## src/rtl/avalon_streaming_fifo.sv

```systemverilog
// Avalon-ST sink-to-source FIFO with packet framing, fill level and optional
// store-and-forward release. Ready latency 0 on both sides.
module avalon_streaming_fifo #(
  parameter int DATA_WIDTH  = 8,
  parameter int DEPTH       = 10,
  parameter int PACKET_MODE = 0
) (
  input  logic                           clk,
  input  logic                           reset,
  input  logic                           asi_valid,
  input  logic [DATA_WIDTH-1:0]          asi_data,
  input  logic                           asi_startofpacket,
  input  logic                           asi_endofpacket,
  output logic                           asi_ready,
  output logic                           aso_valid,
  output logic [DATA_WIDTH-1:0]          aso_data,
  output logic                           aso_startofpacket,
  output logic                           aso_endofpacket,
  input  logic                           aso_ready,
  output logic [$clog2(DEPTH+1)-1:0]     fill_level
);

  localparam int CW = $clog2(DEPTH + 1);
  localparam int PW = $clog2(DEPTH);
  localparam int EW = DATA_WIDTH + 2;

  logic [EW-1:0] mem [DEPTH];
  logic [PW-1:0] wr_ptr, rd_ptr;
  logic [CW-1:0] count, count_next;
  logic [CW-1:0] pkt_cnt;
  logic [EW-1:0] head;
  logic          push, pop;
  logic          push_eop, pop_eop;

  assign head     = mem[rd_ptr];
  assign push     = asi_valid && asi_ready;
  assign pop      = aso_valid && aso_ready;
  assign push_eop = push && asi_endofpacket;
  assign pop_eop  = pop && head[0];

  always_comb begin
    count_next = count;
    if (push && !pop)
      count_next = count + 1'b1;
    else if (!push && pop)
      count_next = count - 1'b1;
  end

  // In store-and-forward mode a full buffer releases data anyway so that a
  // packet longer than DEPTH still drains.
  always_comb begin
    aso_valid = (count != '0);
    if (PACKET_MODE != 0)
      aso_valid = (count != '0) && ((pkt_cnt != '0) || (count == CW'(DEPTH)));
  end

  assign aso_data          = head[EW-1:2];
  assign aso_startofpacket = aso_valid && head[1];
  assign aso_endofpacket   = aso_valid && head[0];
  assign fill_level        = count;

  always_ff @(posedge clk) begin
    if (push)
      mem[wr_ptr] <= {asi_data, asi_startofpacket, asi_endofpacket};
  end

  always_ff @(posedge clk) begin
    if (!reset) begin
      wr_ptr    <= '0;
      rd_ptr    <= '0;
      count     <= '0;
      pkt_cnt   <= '0;
      asi_ready <= 1'b0;
    end else begin
      if (push)
        wr_ptr <= (wr_ptr == PW'(DEPTH - 1)) ? '0 : wr_ptr + 1'b1;
      if (pop)
        rd_ptr <= (rd_ptr == PW'(DEPTH - 1)) ? '0 : rd_ptr + 1'b1;
      count <= count_next;
      if (push_eop && !pop_eop)
        pkt_cnt <= pkt_cnt + 1'b1;
      else if (!push_eop && pop_eop)
        pkt_cnt <= pkt_cnt - 1'b1;
      asi_ready <= (count_next < CW'(DEPTH));
    end
  end

endmodule

```

## config.mk

```make
export PLATFORM = sky130hd
export DESIGN_NAME = avalon_streaming_fifo
export DESIGN_NICKNAME = d
export VERILOG_FILES = /design/src/rtl/avalon_streaming_fifo.sv
export SDC_FILE = /design/constraint.sdc
export NUM_CORES = 1
export LEC_CHECK = 0
export CELL_PAD_IN_SITES_DETAIL_PLACEMENT = 0
export CELL_PAD_IN_SITES_GLOBAL_PLACEMENT = 1
export CORE_ASPECT_RATIO = 1.4
export CORE_MARGIN = 2
export CORE_UTILIZATION = 46
export DETAILED_ROUTE_END_ITERATION = 8
export GPL_TIMING_DRIVEN = 0
export PLACE_DENSITY_LB_ADDON = 0.05
export SYNTH_ARGS = -nofsm -noshare
export SYNTH_HDL_FRONTEND = slang
export SYNTH_SLANG_ARGS = --single-unit
```

## constraint.sdc

```tcl
create_clock -name clk -period 2.3 [get_ports clk]
set_input_delay 0.575 -clock clk [delete_from_list [all_inputs] [get_ports clk]]
set_output_delay 0.575 -clock clk [all_outputs]
set_load 0.01 [all_outputs]
```

==> metrics.md, run 1 <==
| Metric | Value |
|---|---|
| Critical path endpoint category | output pin |
| Die Ht | 122.8 um |
| Pin count of the biggest net entering global routing | 17 |
| Vias in the first global route | 2,410 |
| Post-DR wirelength/cell | 20.96 um |
| VDD IR max | 0.7182 mV |
| Crit path depth | 4 |
| RSZ-0062 raised after global routing | yes |
| CP max stage delay | 0.51 ns |
| R2R depth | 4 |
| Yosys cell types | 32 |
| DR pass1 iterations | 4 |
| Failing checks | setup timing |
| Final hold violation count | 0 |
| Final Util | 0.5982 |
| Pleak | 1.932 nW |
| Critical path cell sequence | buf_8, mux4_2, mux4_2, buf_6 |
| CP dominant cell by count | mux4_2 |
| TritonCTS buffer count | 17 |
| # rows | 43 |
| Clock skew | 0.005841 ns |
| Critical Path Start Type | flip-flop |
| Share of layout cells above drive strength 1 | 0.3408 |
| Vias per cell | 5.274 |
| Fillcell total | 757 |
| R2r startpoint | wr_ptr[1] |
| DIE AREA | 10,920 um^2 |
| Final #Nets | 319 |
| Hold Path Stages | 2 |
| Critical Path Fanout Max | 5 |
| Synthesized cell area | 4641 um^2 |
| Post-detail-place hpwl | 5.807 mm |
| Area fraction of the dominant cell type after synthesis | 0.6471 |
| Clock slew at the register clock pins of the worst setup and hold paths | 0.05 ns |
| CTS tree | built |
| Number of synthesized flops with an enable pin | 100 |
| Initial antenna violation count | 0 |
| 1st-iter DRT viols | 136 |
| Slew at the pin closest to its max-slew limit | 0.8500 ns |
| Worst endpoint required time | 1.73 ns |
| Die width | 88.89 um |
| Comb pwr share | 0.152 |
| Tot Pwr | 6.003 mW |
| Flop2flop setup slack | 0.09 ns |
| Worst Path Buf+Inv | 2 |
| N_diodes | 0 |
| Pre-CTS setup slack | -0.7757 ns |
| Net count after synthesis | 257 |
| NetSw | 1.363 mW |
| Clk sinks | 117 |
| DRT antenna net count | 0 |
| Hold_sp | rd_ptr[3] |
| CP top delay family | multiplexers |
| First-pass GRT wire length | 14.34 mm |
| Hold crit path type | flip-flop to flip-flop |
| Final setup fails | 10 |
| IO Pins | 30 |
| Max-Cap Viols | 0 |
| Max Freq | 0.3715 GHz |
| Synth Register Bits | 117 |
| Final period util | 1.170 |
| PortBufs | 29 |
| Async S/R FF share, synth | 0 |
| Cts hold-fix bufs | 0 |
| Critical path type | flip-flop to output pin |
| Htree depth | 4 |
| Synth top area cells | edfxtp_1 65%, mux4_1 11%, dfxtp_1 7.3%, mux4_2 3.9%, ha_1 1.1% |
| Root Driver | clkbuf_16 |
| Initial Util | 0.4713 |
| GRT Util Overall | 0.1922 |
| Flop pwr share | 0.409 |
| CP max stage cell | mux4_2 |
| R2R Path End | mem[3][6] |
| Register area | 3349 um^2 |
| Fin worst setup slack | -0.3918 ns |
| Max-slew headroom at the worst pin | 0.4286 |
| Area leader, netlist | edfxtp_1 |
| P&R area growth vs syn | 26.91% |
| Switching Fraction | 0.2271 |
| Sequential area share after synthesis | 0.7204 |
| Tmin final | 2.692 ns |
| Final hold slack | 0.5604 ns |
| Synth warn | 0 |
| Clock Tree Buf Depth | 2 |
| Power per cell area | 1019 nW/um^2 |
| Status | finished, violations left |
| Clock latency on the worst-skew pair | 0.40 ns |
| Ys flop type | edfxtp_1 |
| Hold worst-path end | rd_ptr[3] |
| Fin. max-slew vios | 0 |
| Mean Syn Cell Area | 19.42 um^2 |
| Core area | 9846 um^2 |
| Routability Congestion | 0.6868 |
| Clock power frac | 0.440 |
| Pint | 4.640 mW |
| DRC | 0 |
| Post-Route WL | 9.409 mm |
| Vias post-DR | 2,368 |
| Arrival @ worst endpoint | 2.12 ns |
| Cells after Synth | 239 |
| Area of the multi-input gates | 1259 um^2 |
| Grt total ovfl | 0 |
[sequential cells by signal, summed over array words and instances, names as in the netlist, named ones only]
name,flops
mem,100
fill_level,4
rd_ptr,4
wr_ptr,4
asi_ready,1
[metal layers]
metal  share of wire  GRT usage  up-vias  wire length (um)
met5               0          0        -                 0
met4           0.011    0.06250        0               107
met3           0.035    0.05380        7               332
met2            0.52     0.3125       54              4908
met1            0.43     0.2492     1213              4061
li1                -          -     1094                 -
[worst max path at each step]
stage | from | end | slack, ns
finish | flip-flop | aso_data[4] | -0.39
detailed placement | asi_valid | mem[8][2] | -0.78
global route | flip-flop | aso_data[4] | -0.45
CTS | flip-flop | aso_data[4] | -0.42
floorplan | fill_level[0] | asi_ready | 0.06
global placement | asi_valid | mem[1][9] | -1.59
[area by class of cell]
type | instances | area share
inverters | 5 | 0.003187
well taps | 135 | 0.02868
repair buffers | 43 | 0.07308
clock inverters | 11 | 0.02677
clock buffers | 21 | 0.07478
plain buffers | 9 | 0.01105
multi-input cells | 108 | 0.2137
flip-flops and latches | 117 | 0.5687
[timing repair]
item	in CTS	in global routing
pin swaps	3	1
buffers inserted	5	1
cloned	2	0
endpoints found under the setup margin	51	33
resized for setup	88	9
[kinds of logic after synthesis]
group,synth area share
xor+xnor,0.009436
mux,0.1564
compound gates,0.02427
flops,0.7204
simple gates,0.06390
buf+inv,0.01483
fa+ha+maj,0.01079
[cells in the final DEF (no fill, tap or decap), drive strengths merged, types with 5 or more instances in the layout]
master         instances
clkinv                 5
buf                   27
nor3                   5
dfxtp                 17
nor2b                  7
inv                    5
nand2                  5
and2                   6
clkbuf                27
edfxtp               100
clkdlybuf4s50         18
mux4                  28
xnor2                  5
[worst min-delay path, cell delays in order, from the launching register on]
cell and delay [ns]:
dfxtp_1 0.31, o21ai_0 0.08, a21boi_0 0.11
[metrics by stage]
step                instance area (um^2)  instances  TNS [ns]
floorplan                           4641        239         0
CTS                                 5846        448    -3.738
global route                        5889        449    -4.163
finish                              5889        449    -3.465
detailed placement                  5213        410    -42.21
global placement                    5100        403   -117.31
[power groups by stage]
stage / sequential [mW] / clock, mW / combinational (mW)
global placement: 2.48 / 0 / 0.824
finish: 2.45 / 2.64 / 0.911
CTS: 2.45 / 2.68 / 0.897
global route: 2.46 / 2.78 / 1.00
detailed placement: 2.48 / 0 / 0.834
floorplan: 2.48 / 0 / 0.437
[cells in the mapped netlist (all sizes together) (5+ instances only)]
master,n
mux4,28
inv,5
nor3,5
nor2b,7
clkbuf,6
and2,6
nand2,5
xnor2,5
dfxtp,17
edfxtp,100
No activity file was read; power rests on OpenSTA's default activity.
==> inputs of run 2 (changes only) <==
--- a/config.mk
+++ b/config.mk
@@ -9,7 +9,7 @@
 export CELL_PAD_IN_SITES_GLOBAL_PLACEMENT = 1
 export CORE_ASPECT_RATIO = 1.4
 export CORE_MARGIN = 2
-export CORE_UTILIZATION = 46
+export CORE_UTILIZATION = 40
 export DETAILED_ROUTE_END_ITERATION = 8
 export GPL_TIMING_DRIVEN = 0
 export PLACE_DENSITY_LB_ADDON = 0.05
==> metrics.md, run 2 (synthesis results as in run 1) <==
| Metric | Value |
|---|---|
| Arrival @ worst endpoint | 2.14 ns |
| Flop pwr share | 0.426 |
| Non-Filler Instances | 460 |
| Comb pwr share | 0.165 |
| IO Pins | 30 |
| Pint | 4.343 mW |
| Routability Congestion | 0.7238 |
| Slew at the pin closest to its max-slew limit | 0.8093 ns |
| Post-detail-place hpwl | 5.965 mm |
| Critical Path Start Type | flip-flop |
| Pleak | 1.920 nW |
| Max-slew headroom at the worst pin | 0.4605 |
| Core area | 11,340 um^2 |
| Die Ht | 131.4 um |
| Clock slew at the register clock pins of the worst setup and hold paths | 0.06 ns |
| # rows | 46 |
| Die width | 95.03 um |
| Fillcell total | 914 |
| Most frequent cells in the layout | 100 x edfxtp_1, 26 x mux4_2, 18 x clkdlybuf4s50_1 |
| Status | finished, violations left |
| Clock skew | 0.006057 ns |
| Tmin final | 2.715 ns |
| Power per cell area | 976.6 nW/um^2 |
| TritonCTS buffer count | 17 |
| Commonest non-fill, non-tap cell in the layout | edfxtp_1 |
| Htree depth | 4 |
| CP max stage delay | 0.49 ns |
| N_diodes | 0 |
| Root Driver | clkbuf_16 |
| Critical path cell sequence | buf_12, buf_6, mux4_2, mux4_2, buf_6 |
| Flip-flop count of the largest register after layout | 100 |
| Final setup fails | 10 |
| Vias post-DR | 2,333 |
| Pre-CTS setup slack | -0.7935 ns |
| VDD IR max | 0.5346 mV |
| P&R area growth vs syn | 27.23% |
| Final hold violation count | 0 |
| Final #Nets | 321 |
| Largest Register | mem |
| Tot Pwr | 5.766 mW |
| Share of layout cells above drive strength 1 | 0.3481 |
| Clock latency on the worst-skew pair | 0.40 ns |
| Post-DR wirelength/cell | 20.88 um |
| NetSw | 1.423 mW |
| Final period util | 1.181 |
| CP max stage cell | mux4_2 |
| Worst endpoint required time | 1.73 ns |
| Clock power frac | 0.409 |
| Critical Path Fanout Max | 8 |
| 1st-iter DRT viols | 155 |
| Initial antenna violation count | 0 |
| Post-Route WL | 9.604 mm |
| Max Freq | 0.3683 GHz |
| GRT Util Overall | 0.1707 |
| Initial Util | 0.4093 |
| Grt total ovfl | 0 |
| Fin worst setup slack | -0.4153 ns |
| Switching Fraction | 0.2469 |
| Hold crit path type | flip-flop to flip-flop |
| PortBufs | 29 |
| DR pass1 iterations | 4 |
| Clock Tree Buf Depth | 2 |
| Failing checks | setup timing |
| Max-Cap Viols | 0 |
| Cts hold-fix bufs | 0 |
| Final hold slack | 0.5677 ns |
| First-pass GRT wire length | 14.59 mm |
| Critical path type | flip-flop to output pin |
| Pin count of the biggest net entering global routing | 17 |
| RSZ-0062 raised after global routing | yes |
| Vias per cell | 5.072 |
| DRT antenna net count | 0 |
| Clk sinks | 117 |
| DRC | 0 |
| Vias in the first global route | 2,484 |
| Placed cell count | 420 |
| Fin. max-slew vios | 0 |
| CTS tree | built |
| DIE AREA | 12,490 um^2 |
| Critical path endpoint category | output pin |
==> run 2: changes by cell type in the layout (fill, tap and decap cells not counted), moves of 3 or more <==
cell	before	now
buf_4	3	6
buf_6	13	16
clkbuf_1	8	3
bufinv_16	4	1
clkinvlp_4	2	5
==> run 2: per-layer routing <==
layer  share of wire  wire (um)  vias to the layer above  global-route usage
li1                -          -                     1098                   -
met1            0.43       4123                     1184              0.2143
met2            0.52       5020                       45              0.2691
met3           0.038        361                        6             0.06250
met4           0.010         98                        0             0.06361
met5               0          0                        -                   0
==> run 2: timing repair <==
| item | CTS | global route |
|---|---|---|
| setup buffers | 6 | 2 |
| resized for setup | 85 | 22 |
| setup endpoints to repair | 46 | 34 |
| pin swaps | 1 | 3 |
| gates cloned | 1 | 0 |
==> run 2: power groups by stage <==
stage | logic (mW) | clock network [mW] | registers (mW)
6_report | 0.949 | 2.36 | 2.46
5_1_grt | 1.04 | 2.52 | 2.47
4_1_cts | 0.894 | 2.40 | 2.45
3_5_place_dp | 0.819 | 0 | 2.48
3_3_place_gp | 0.812 | 0 | 2.48
2_1_floorplan | 0.437 | 0 | 2.48
==> run 2: per-stage QoR <==
| step | util | instance area (um^2) | setup TNS, ns |
|---|---|---|---|
| 4_1_cts | 0.5154 | 5844 | -3.867 |
| 5_1_grt | 0.5207 | 5904 | -4.948 |
| 2_1_floorplan | - | 4641 | 0 |
| 3_5_place_dp | 0.4610 | 5228 | -40.73 |
| 3_3_place_gp | 0.4508 | 5111 | -122.17 |
| 6_report | 0.5207 | 5904 | -3.602 |
==> run 2: final timing paths <==
kind	endpoint	startpoint	slack, ns	cells past startpoint
setup / recovery	aso_data[5]	flip-flop	-0.42	5
hold / removal	rd_ptr[3]	rd_ptr[3]	0.57	2
setup reg to reg	mem[7][5]	wr_ptr[1]	0.06	3
hold reg to reg	rd_ptr[3]	rd_ptr[3]	0.57	2
==> run 2: final cells by class <==
type	count	area, um^2	share of cell area
plain buffers	9	67.56	0.01144
clock buffers	17	425.4	0.07205
clock inverters	15	115.1	0.01950
inverters	5	18.77	0.003179
multi-input cells	108	1300	0.2202
flip-flops and latches	117	3352	0.5677
well taps	144	180.2	0.03051
repair buffers	45	445.4	0.07544
==> run 2: critical path: cells and delay by family, from the launching register on <==
| kind | cells | cell delay (ns) |
|---|---|---|
| multiplexers | 2 | 0.96 |
| flip-flops | 1 | 0.39 |
| buffers and inverters | 3 | 0.39 |
